<file path="src/rtl/spi_eeprom_sequencer.sv">
// Sequences byte reads/writes to an SPI EEPROM through a Wishbone-attached SPI controller.
// Each controller access is issued, held until acked, then followed by at least one idle cycle.
module spi_eeprom_sequencer #(
  parameter logic [31:0] BAUD_CFG = 32'h0000_0019,
  parameter logic [15:0] POLL_MAX = 16'd1000
) (
  input  logic        clk,
  input  logic        rst,
  input  logic        req_valid,
  output logic        req_ready,
  input  logic        req_we,
  input  logic [7:0]  req_addr,
  input  logic [7:0]  req_wdata,
  output logic        rsp_valid,
  output logic [7:0]  rsp_rdata,
  output logic        rsp_err,
  output logic [31:0] wb_addr,
  output logic [31:0] wb_dout,
  output logic        wb_we,
  output logic        wb_stb,
  output logic        wb_cyc,
  input  logic [31:0] wb_din,
  input  logic        wb_ack
);

  typedef enum logic [3:0] {
    StInit, StIdle, StWren, StWInstr, StWAddr, StWData, StSInstr, StSRecv, StSPoll,
    StRInstr, StRAddr, StRRecv, StRPoll, StDone
  } state_e;

  state_e      state_q, next_st;
  logic        wait_q;
  logic [7:0]  addr_q, wdata_q;
  logic [15:0] cnt_q, cnt_inc;
  logic [7:0]  bus_addr_q;
  logic [31:0] bus_dout_q;
  logic        bus_we_q, bus_cyc_q;
  logic        req_ready_q, rsp_valid_q, rsp_err_q;
  logic [7:0]  rsp_rdata_q;
  logic        cmd_we;
  logic [7:0]  cmd_addr;
  logic [31:0] cmd_data;
  logic        poll_st;
  logic        unused_din;

  // Access descriptor and successor for every non-poll bus state.
  always_comb begin
    cmd_we   = 1'b1;
    cmd_addr = 8'h10;
    cmd_data = '0;
    next_st  = state_q;
    case (state_q)
      StInit:   begin cmd_addr = 8'h20; cmd_data = BAUD_CFG; next_st = StIdle; end
      StWren:   begin cmd_data = 32'h306; next_st = StWInstr; end
      StWInstr: begin cmd_data = 32'h102; next_st = StWAddr; end
      StWAddr:  begin cmd_data = {24'h0, addr_q}; next_st = StWData; end
      StWData:  begin cmd_data = {21'h0, 3'b010, wdata_q}; next_st = StSInstr; end
      StSInstr: begin cmd_data = 32'h105; next_st = StSRecv; end
      StSRecv:  begin cmd_data = 32'h600; next_st = StSPoll; end
      StRInstr: begin cmd_data = 32'h103; next_st = StRAddr; end
      StRAddr:  begin cmd_data = {24'h0, addr_q}; next_st = StRRecv; end
      StRRecv:  begin cmd_data = 32'h600; next_st = StRPoll; end
      StSPoll, StRPoll: cmd_we = 1'b0;
      default: ;
    endcase
  end

  assign cnt_inc    = cnt_q + 16'd1;
  assign poll_st    = (state_q == StSPoll) || (state_q == StRPoll);
  assign unused_din = ^wb_din[31:9];

  always_ff @(posedge clk or negedge rst) begin
    if (!rst) begin
      state_q     <= StInit;
      wait_q      <= 1'b0;
      addr_q      <= '0;
      wdata_q     <= '0;
      cnt_q       <= '0;
      bus_addr_q  <= '0;
      bus_dout_q  <= '0;
      bus_we_q    <= 1'b0;
      bus_cyc_q   <= 1'b0;
      req_ready_q <= 1'b0;
      rsp_valid_q <= 1'b0;
      rsp_err_q   <= 1'b0;
      rsp_rdata_q <= '0;
    end else begin
      case (state_q)
        StIdle: begin
          if (req_valid && req_ready_q) begin
            addr_q      <= req_addr;
            wdata_q     <= req_wdata;
            req_ready_q <= 1'b0;
            state_q     <= req_we ? StWren : StRInstr;
          end
        end
        StDone: begin
          rsp_valid_q <= 1'b0;
          req_ready_q <= 1'b1;
          state_q     <= StIdle;
        end
        default: begin
          if (!wait_q) begin
            bus_cyc_q  <= 1'b1;
            bus_we_q   <= cmd_we;
            bus_addr_q <= cmd_addr;
            bus_dout_q <= cmd_data;
            wait_q     <= 1'b1;
          end else if (wb_ack) begin
            bus_cyc_q <= 1'b0;
            bus_we_q  <= 1'b0;
            wait_q    <= 1'b0;
            if (poll_st) begin
              cnt_q <= cnt_inc;
              if (wb_din[8]) begin
                // A set WIP bit on a status answer restarts the whole status poll.
                if (state_q == StSPoll && wb_din[0]) begin
                  state_q <= StSInstr;
                end else begin
                  state_q     <= StDone;
                  rsp_valid_q <= 1'b1;
                  rsp_err_q   <= 1'b0;
                  rsp_rdata_q <= (state_q == StRPoll) ? wb_din[7:0] : 8'h00;
                end
              end else if (cnt_inc >= POLL_MAX) begin
                state_q     <= StDone;
                rsp_valid_q <= 1'b1;
                rsp_err_q   <= 1'b1;
                rsp_rdata_q <= 8'h00;
              end
            end else begin
              state_q <= next_st;
              if (next_st == StSPoll || next_st == StRPoll) cnt_q <= '0;
              if (next_st == StIdle) req_ready_q <= 1'b1;
            end
          end
        end
      endcase
    end
  end

  assign req_ready = req_ready_q;
  assign rsp_valid = rsp_valid_q;
  assign rsp_err   = rsp_err_q;
  assign rsp_rdata = rsp_rdata_q;
  assign wb_addr   = {24'h0, bus_addr_q};
  assign wb_dout   = bus_dout_q;
  assign wb_we     = bus_we_q;
  assign wb_cyc    = bus_cyc_q;
  assign wb_stb    = bus_cyc_q;

endmodule

</file>
<file path="config.mk">
export PLATFORM = sky130hd
export DESIGN_NAME = spi_eeprom_sequencer
export DESIGN_NICKNAME = d
export VERILOG_FILES = /design/src/rtl/spi_eeprom_sequencer.sv
export SDC_FILE = /design/constraint.sdc
export NUM_CORES = 1
export LEC_CHECK = 0
export BUFFER_PORTS_ARGS = -buffer_cell sky130_fd_sc_hd__buf_2
export CORE_MARGIN = 2
export CORE_UTILIZATION = 35
export DETAILED_ROUTE_END_ITERATION = 10
export PLACE_DENSITY = 0.61
export SKIP_CTS_REPAIR_TIMING = 1
export SYNTH_ARGS = -nofsm -noshare
export SYNTH_HDL_FRONTEND = slang
export SYNTH_SLANG_ARGS = --single-unit
</file>
<file path="constraint.sdc">
create_clock -name clk -period 2.7 [get_ports clk]
set_input_delay 0.27 -clock clk [delete_from_list [all_inputs] [get_ports clk]]
set_output_delay 0.27 -clock clk [all_outputs]
set_load 0.1 [all_outputs]
</file>
==> flow_summary.toml, run 1 <==
[floorplan]
die_y_um = 110.7
row_count = 38
die_x_um = 110.7
pin_count = 131
core-area_mm2 = 0.01098
start_util = 0.3627
die-area_mm2 = 0.01225

[layout]
nets = 546
num-fill-cells = 1108
instances_no_fill = 637
drive_gt1_frac = 0.2394
syn2layout_area_growth_pct = 13.88
diodes = 0

[sta]
min_period_over_period = 0.9048
tns_ns = 0
fin_crit_ns = 2.443
rsz0062_at_grt = "no"
relSlewSlack = 0.4730
hold_violations = 0
setup_viol = 0
fin_skew_ns = 0.007896
holdWs_ns = 0.03645
fmax_mhz = 409.3
drv_slew = 0
finalWorstSetupSlack_ns = 0.2571
tightest_slew_ns = 0.7904

[yosys]
ys_ff_latch = 63
synth_ff_type = "dfrtp_1"
yosysWarnings = 0
yosys.area_share.simple = 0.1655
synth_top_family_by_area = "compound AO/OA/AOI/OAI gates"
synth.cell_area_mm2 = 0.003984
muxShareOfSynthArea = 0.07883
seq_area_frac_synth = 0.3957
yosysUniqueCellTypes = 65
synth_edf_count = 0
synth_adder_area_share = 0.003141
synthCells = 445
syn_area_per_cell_um2 = 8.952
synth-compound-area-share = 0.1976
synthArstFlopShare = 1.000
synth_xor_area_frac = 0.006595

[clock_network]
cts_inserted_buffers = 9
cts.htree.levels = 3
cts_tree = "done"
clk_latency_ns = 0.32
clk_pin_slew_ns = 0.05
clock-sinks = 63
clockRootBuffer = "clkbuf_16"
cts_buffer_depth = 2

[global_routing]
grt_pass1_vias = 3004
grt_pass1_wl_um = 14810
grt.total_usage = 0.1458
grt_max_degree = 35
grt.overflow.total = 0
antenna_found_initial = 0

[worst_setup_path]
crit_path_end_kind = "register"
critPathLaunchType = "register"
crit_required_ns = 2.94
crit_path_max_fanout = 10
cp.arrival_ns = 2.68
critPathKind = "register to register"
r2r_setup_slack_ns = 0.26

[power_and_ir_drop]
share_seq_of_total_power = 0.246
p_clk_frac = 0.224
finalPower_mw = 6.401
switching_power_mw = 3.285
p_int_mw = 3.115
combPwrFrac = 0.531
powerDensity_mw_per_mm2 = 1411
switching_share = 0.5133
peakVddDrop_uv = 680.4
power.leakage_nw = 2.048

[placed_design]
routabilityCongestion = 0.8036
hpwlAfterDp_um = 6287
portBuffers = 56
pre_cts_slack_ns = 0.2681
dp_cells = 621

[min_path]
hp-class = "input pin to async pin"

[routing]
drc = 0
via_per_inst = 5.072
ant_nets = 0
wl_per_cell_um = 13.76
dr_total_vias = 3231
detail_route.first_pass.iterations = 5
drt_iter0_drc = 133
routed_wl_um = 8768

[job]
max_cap_violations = 0

[outcome]
outcome = "finished, final reports clean"
[per-stage QoR]
step	utilization	area, um2
floorplan	-	4172
global placement	0.3792	4165
detailed placement	0.3792	4165
CTS	0.4131	4537
global route	0.4131	4537
finish	0.4131	4537
[Yosys cell counts, drive strengths merged, types with 4 or more instances]
| cell type | n | area share |
|---|---|---|
| o22ai | 4 | 0.0063 |
| dfrtp | 63 | 0.40 |
| mux2i | 10 | 0.025 |
| o31ai | 4 | 0.0075 |
| nor2 | 31 | 0.029 |
| clkbuf | 16 | 0.015 |
| buf | 66 | 0.12 |
| inv | 14 | 0.013 |
| mux2 | 19 | 0.054 |
| nand4 | 8 | 0.016 |
| a22o | 10 | 0.022 |
| a31oi | 8 | 0.013 |
| and3 | 5 | 0.0088 |
| nand2b | 6 | 0.0094 |
| nor3 | 6 | 0.0075 |
| nand2 | 42 | 0.040 |
| nand3 | 13 | 0.019 |
| o21ai | 48 | 0.060 |
| a21oi | 20 | 0.026 |
[logic make-up after synthesis]
group | after synthesis
adder cells (fa/ha/maj) | 1
multiplexers | 29
buffers and inverters | 96
AO/OA/AOI/OAI | 122
flip-flops | 63
AND/OR/NAND/NOR | 130
other | 1
XOR/XNOR | 3
[path summary, 6_finish.rpt]
| path | from | end | depth (start not counted) |
|---|---|---|---|
| worst max-delay path | cnt_q[0] | rsp_rdata[3] | 8 |
| worst min-delay path | rst | cnt_q[2] | 1 |
| worst max register to register | cnt_q[0] | rsp_rdata[3] | 8 |
| worst min register to register | wb_dout[5] | wb_dout[5] | 1 |
| max in group asynchronous | rst | wait_q | 2 |
| min in group clk | req_wdata[3] | wdata_q[3] | 2 |
[worst max-delay path: stages (launching register included)]
cell and delay (ns):
dfrtp_1 0.45, ha_1 0.33, or2_0 0.23, o311a_1 0.29, a221oi_1 0.26, o211ai_1 0.17
a31oi_1 0.16, buf_4 0.23, mux2i_1 0.21
[placed cells by master (no fill, tap or decap), drive strengths merged, types with 5 or more instances in the layout]
master,synthesis,final
buf,66,68
dfrtp,63,63
conb,1,51
o21ai,48,48
nand2,42,42
nor2,31,31
a21oi,20,20
mux2,19,19
inv,14,14
nand3,13,13
clkbuf,16,11
a22o,10,10
mux2i,10,10
a31oi,8,8
nand4,8,8
nand2b,6,6
nor3,6,6
and3,5,5
[cell type report]
class | instances | area, um2 | share of cell area
Sequential cell | 63 | 1577 | 0.3475
Clock buffer | 11 | 242.7 | 0.05350
Timing Repair Buffer | 68 | 370.4 | 0.08163
Tap cell | 140 | 175.2 | 0.03861
Multi-Input combinational cell | 336 | 1991 | 0.4388
Inverter | 14 | 52.55 | 0.01158
Clock inverter | 5 | 128.9 | 0.02841
[power groups by stage]
stage / logic (mW) / clock network [mW] / registers, mW
after floorplan: 1.71 / 0 / 2.73
after global placement: 3.37 / 0 / 1.58
after detailed placement: 3.40 / 0 / 1.59
after CTS: 3.41 / 1.47 / 1.57
after global routing: 3.62 / 1.51 / 1.63
final: 3.40 / 1.43 / 1.57
[metal layers]
| layer | global-route usage | wire, um | vias to the layer above |
|---|---|---|---|
| met5 | 0 | 0 | - |
| met2 | 0.2348 | 4148 | 85 |
| met3 | 0.03554 | 374 | 4 |
| li1 | - | - | 1578 |
| met1 | 0.1958 | 4185 | 1564 |
| met4 | 0.04167 | 60 | 0 |
[state kept, by name, indices dropped and copies added, names as in the netlist]
signal / flops
addr_q: 8
bus_addr_q: 2
cnt_q: 16
req_ready: 1
rsp_err: 1
rsp_rdata: 8
rsp_valid: 1
state_q: 4
wait_q: 1
wb_cyc: 1
wb_dout: 11
wb_we: 1
wdata_q: 8
Power figures use the tool's default switching activity.
==> inputs of run 2 (changes only) <==
==> constraint.sdc (replaced) <==
create_clock -name clk -period 2.77 [get_ports clk]
set_input_delay 0.277 -clock clk [delete_from_list [all_inputs] [get_ports clk]]
set_output_delay 0.277 -clock clk [all_outputs]
set_load 0.1 [all_outputs]
==> run 2 against run 1 <==
Setup slack better by 0.058 ns; clock power decreased by 21%; fmax shrank 0.48%; final cell count shrank 0.31%; hold slack improved by 0.076 ns; design area shrank 1.8%; sequential power hardly changed; largest cell class unchanged.
==> flow_summary.toml, run 2 (same netlist as run 1, synthesis figures left out) <==
[clock_network]
cts_inserted_buffers = 9
cts.htree.levels = 3
clk_latency_ns = 0.32
clock-sinks = 63
cts_buffer_depth = 2
clockRootBuffer = "clkbuf_16"
clk_pin_slew_ns = 0.05
cts_tree = "done"

[sta]
drv_slew = 0
fin_skew_ns = 0.008199
relSlewSlack = 0.3520
min_period_over_period = 0.8861
rsz0062_at_grt = "no"
fmax_mhz = 407.4
setup_viol = 0
tightest_slew_ns = 0.9720
fin_crit_ns = 2.455
finalWorstSetupSlack_ns = 0.3154
hold_violations = 0
tns_ns = 0

[layout]
layout_commonest_cell = "dfrtp_1"
syn2layout_area_growth_pct = 11.87
drive_gt1_frac = 0.2364
largest_reg_flops = 16
multi_input_area_mm2 = 0.001991
ff_latch_area_mm2 = 0.001577
final_util = 0.4058
nets = 545
final_cell_mix = "dfrtp_1 (63), buf_2 (56), conb_1 (51)"
num-fill-cells = 1108
diodes = 0
top_register = "cnt_q"

[outcome]
outcome = "finished, final reports clean"

[power_and_ir_drop]
peakVddDrop_uv = 766.2
power.leakage_nw = 2.008
powerDensity_mw_per_mm2 = 1336

[global_routing]
grt_pass1_vias = 2992
grt_pass1_wl_um = 14870
antenna_found_initial = 0
grt.total_usage = 0.1470
grt.overflow.total = 0
grt_max_degree = 44

[placed_design]
pre_cts_slack_ns = 0.3328
portBuffers = 56
hpwlAfterDp_um = 6223
routabilityCongestion = 0.8113

[worst_setup_path]
r2r_end = "rsp_rdata[6]"
crit_required_ns = 3.01
critPathLaunchType = "register"
slowest_stage = "dfrtp_1"
cp-startpoint = "cnt_q[0]"
r2r_setup_slack_ns = 0.32
crit_path_max_fanout = 10
critPathTopFamily = "compound AO/OA/AOI/OAI gates"
slowest_delay_ns = 0.46
r2r-start = "cnt_q[0]"
cp_cell_sequence = "ha_1 -> or2_0 -> o311a_1 -> a221oi_1 -> o211ai_1 -> a31oi_1 -> buf_4 -> mux2i_1"
worstRegToRegCells = 8
critPathKind = "register to register"
cp_num_buf_inv = 1
crit_path_end_kind = "register"
cp.arrival_ns = 2.69

[routing]
routed_wl_um = 8741
drc = 0
detail_route.first_pass.iterations = 5
ant_nets = 0
via_per_inst = 5.091
dr_total_vias = 3233
wl_per_cell_um = 13.77
drt_iter0_drc = 116

[floorplan]
start_util = 0.3627
die-area_mm2 = 0.01225
row_count = 38
core-area_mm2 = 0.01098
die_x_um = 110.7
die_y_um = 110.7
pin_count = 131

[min_path]
hp-class = "input pin to async pin"

[job]
max_cap_violations = 0
[run 2: changes by cell type in the layout (fill, tap and decap cells not counted), sizes merged]
cell / before / now
clkbuf: 11 / 12
clkinvlp: 0 / 1
buf: 68 / 67
bufinv: 4 / 1
[run 2: how the worst max path moves through the flow]
stage	endpoint	slack (ns)	cells past startpoint
after global routing	state_q[2]	0.16	7
final	rsp_rdata[6]	0.32	8
after detailed placement	rsp_rdata[6]	0.33	8
after CTS	rsp_rdata[6]	0.32	8
after global placement	rsp_err	0.40	8
after floorplan	addr_q[0]	0.51	4
[run 2: worst reg2reg max path: cells and delay by family, from the launching register on]
| family | cells | cell delay, ns |
|---|---|---|
| AO/OA/AOI/OAI | 4 | 0.88 |
| multiplexers | 1 | 0.24 |
| AND/OR/NAND/NOR | 1 | 0.22 |
| buffers and inverters | 1 | 0.23 |
| adder cells (fa/ha/maj) | 1 | 0.33 |
| flip-flops | 1 | 0.46 |
[run 2: routing by layer]
| metal | part of all wire | track usage | wire [um] |
|---|---|---|---|
| met5 | 0 | 0 | 0 |
| met1 | 0.45 | 0.1980 | 3949 |
| met2 | 0.49 | 0.2327 | 4302 |
| met3 | 0.047 | 0.03226 | 409 |
| met4 | 0.0090 | 0.05417 | 79 |
[run 2: area by class of cell]
| class | count | area share |
|---|---|---|
| flip-flops and latches | 63 | 0.3537 |
| clock inverters | 3 | 0.009545 |
| repair buffers | 67 | 0.08142 |
| clock buffers | 12 | 0.05755 |
| multi-input cells | 336 | 0.4467 |
| well taps | 140 | 0.03930 |
| inverters | 14 | 0.01179 |
[run 2: metrics by stage]
step                power (mW)  cell area [um2]  cells  hold slack, ns
global route             6.302             4457    635          0.1762
floorplan                4.323             4172    495        -0.01859
detailed placement       4.850             4158    620          0.4933
global placement         4.803             4158    620          0.4766
finish                   5.954             4457    635          0.1128
CTS                      6.008             4457    635          0.1507
[run 2: power by group]
part           internal, mW  leakage, nW  switching (mW)
clock network         0.738        0.145           0.389
registers              1.26        0.798           0.280
logic                 0.770         1.06            2.51
total                  2.77         2.01            3.18
==> inputs of run 3 (changes only) <==
--- a/config.mk
+++ b/config.mk
@@ -7,9 +7,9 @@
 export LEC_CHECK = 0
 export BUFFER_PORTS_ARGS = -buffer_cell sky130_fd_sc_hd__buf_2
 export CORE_MARGIN = 2
-export CORE_UTILIZATION = 35
+export CORE_UTILIZATION = 51
 export DETAILED_ROUTE_END_ITERATION = 10
-export PLACE_DENSITY = 0.61
+export PLACE_DENSITY = 0.82
 export SKIP_CTS_REPAIR_TIMING = 1
 export SYNTH_ARGS = -nofsm -noshare
 export SYNTH_HDL_FRONTEND = slang
==> run 3 against run 2 <==
First-iteration DRC count increased by 88%; global-route usage up 5.7 points; setup slack worse by 0.033 ns; flip-flop and latch count unchanged; via count up 0.80%; sequential share of layout area up 1.7 points; power is 7.7% lower; combinational power is essentially flat; clock power decreased by 40%; non-clock buffer count is 2 lower; final cell count is 6.5% lower; critical endpoint is now state_q[2]; highest routed layer unchanged.
==> flow_summary.toml, run 3 (same netlist as run 1, synthesis figures left out) <==
[placed_design]
routabilityCongestion = 0.8473
portBuffers = 56
placedInstanceArea_mm2 = 0.004095
hpwlAfterDp_um = 5785
dp_cells = 580

[sta]
drv_slew = 0
min_period_over_period = 0.8980
tightest_slew_ns = 0.7814
fin_crit_ns = 2.487
rsz0062_at_grt = "no"
fmax_mhz = 402.0
holdWs_ns = 0.1129
relSlewSlack = 0.4791
hold_violations = 0
tns_ns = 0
setup_viol = 0
fin_skew_ns = 0.005746

[floorplan]
core-area_mm2 = 0.007647
die-area_mm2 = 0.008534
die_y_um = 92.38
pin_count = 131
row_count = 32
start_util = 0.5209
die_x_um = 92.38

[power_and_ir_drop]
peakVddDrop_uv = 652.0
power.leakage_nw = 1.941
powerDensity_mw_per_mm2 = 1291

[clock_network]
clk_pin_slew_ns = 0.07
cts.htree.levels = 3
cts_tree = "done"
clockRootBuffer = "clkbuf_8"
cts_buffer_depth = 2
cts_inserted_buffers = 9
clock-sinks = 63
clk_latency_ns = 0.34

[layout]
final_util = 0.5566
num-fill-cells = 695
top_register = "cnt_q"
design_area_mm2 = 0.004257
drive_gt1_frac = 0.2337
final_cell_mix = "dfrtp_1 (63), buf_2 (56), conb_1 (51)"
instances_no_fill = 594
ff_latch_area_mm2 = 0.001577
multi_input_area_mm2 = 0.001991
nets = 543
layout_commonest_cell = "dfrtp_1"
syn2layout_area_growth_pct = 6.847
largest_reg_flops = 16
diodes = 0

[routing]
dr_total_vias = 3259
routed_wl_um = 8307
drt_iter0_drc = 218
wl_per_cell_um = 13.98
detail_route.first_pass.iterations = 4
drc = 0
via_per_inst = 5.487
ant_nets = 0

[global_routing]
grt.overflow.total = 0
grt_pass1_vias = 3052
antenna_found_initial = 0
grt_max_degree = 64
grt.total_usage = 0.2045
grt_pass1_wl_um = 14180

[worst_setup_path]
critPathLaunchType = "register"
crit_path_max_fanout = 8
crit_required_ns = 2.99
cp.arrival_ns = 2.71
critPathKind = "register to register"
crit_path_end_kind = "register"

[min_path]
hp-class = "input pin to async pin"

[job]
max_cap_violations = 0

[outcome]
outcome = "finished, final reports clean"
## run 3: where the power goes
part           switching, mW  internal (mW)  total, mW
logic                   2.55          0.766       3.31
registers              0.242           1.26       1.50
clock network          0.344          0.335      0.679
total                   3.13           2.36       5.49
## run 3: worst paths after layout
| kind | from | end | slack [ns] | cells past startpoint |
|---|---|---|---|---|
| min in group clk | req_addr[1] | addr_q[1] | 0.17 | 2 |
| hold / removal | rst | addr_q[6] | 0.11 | 2 |
| max in group asynchronous | rst | cnt_q[3] | 2.15 | 2 |
| setup / recovery | cnt_q[0] | state_q[2] | 0.28 | 7 |
| hold reg to reg | wb_cyc | wb_cyc | 0.49 | 2 |
| setup reg to reg | cnt_q[0] | state_q[2] | 0.28 | 7 |
## run 3: worst max-delay path: stages, from the launching register on
cell and delay (ns):
dfrtp_1 0.47, ha_1 0.34, nand4_2 0.21, nor2_1 0.20
nand2_1 0.10, o41ai_1 0.50, nand3_1 0.21, o41a_1 0.34
## run 3: layout make-up
cell class              count  share of cell area
repair buffers             65             0.08172
inverters                  14             0.01235
flip-flops and latches     63              0.3704
well taps                 102             0.02998
clock inverters             4            0.005585
clock buffers              10             0.03233
multi-input cells         336              0.4677
## run 3: per-stage QoR
| step | setup WS, ns | total power, mW |
|---|---|---|
| floorplan | 0.5052 | 4.323 |
| global placement | 0.3414 | 4.750 |
| detailed placement | 0.3115 | 4.826 |
| CTS | 0.2993 | 5.512 |
| global route | 0.08197 | 5.839 |
| finish | 0.2825 | 5.494 |
## run 3: routing by layer
metal,vias up,global-route usage,routed length (um)
met3,11,0.04312,614
li1,1560,-,-
met2,127,0.3352,4038
met4,0,0.06841,92
met5,-,0,0
met1,1561,0.2701,3561
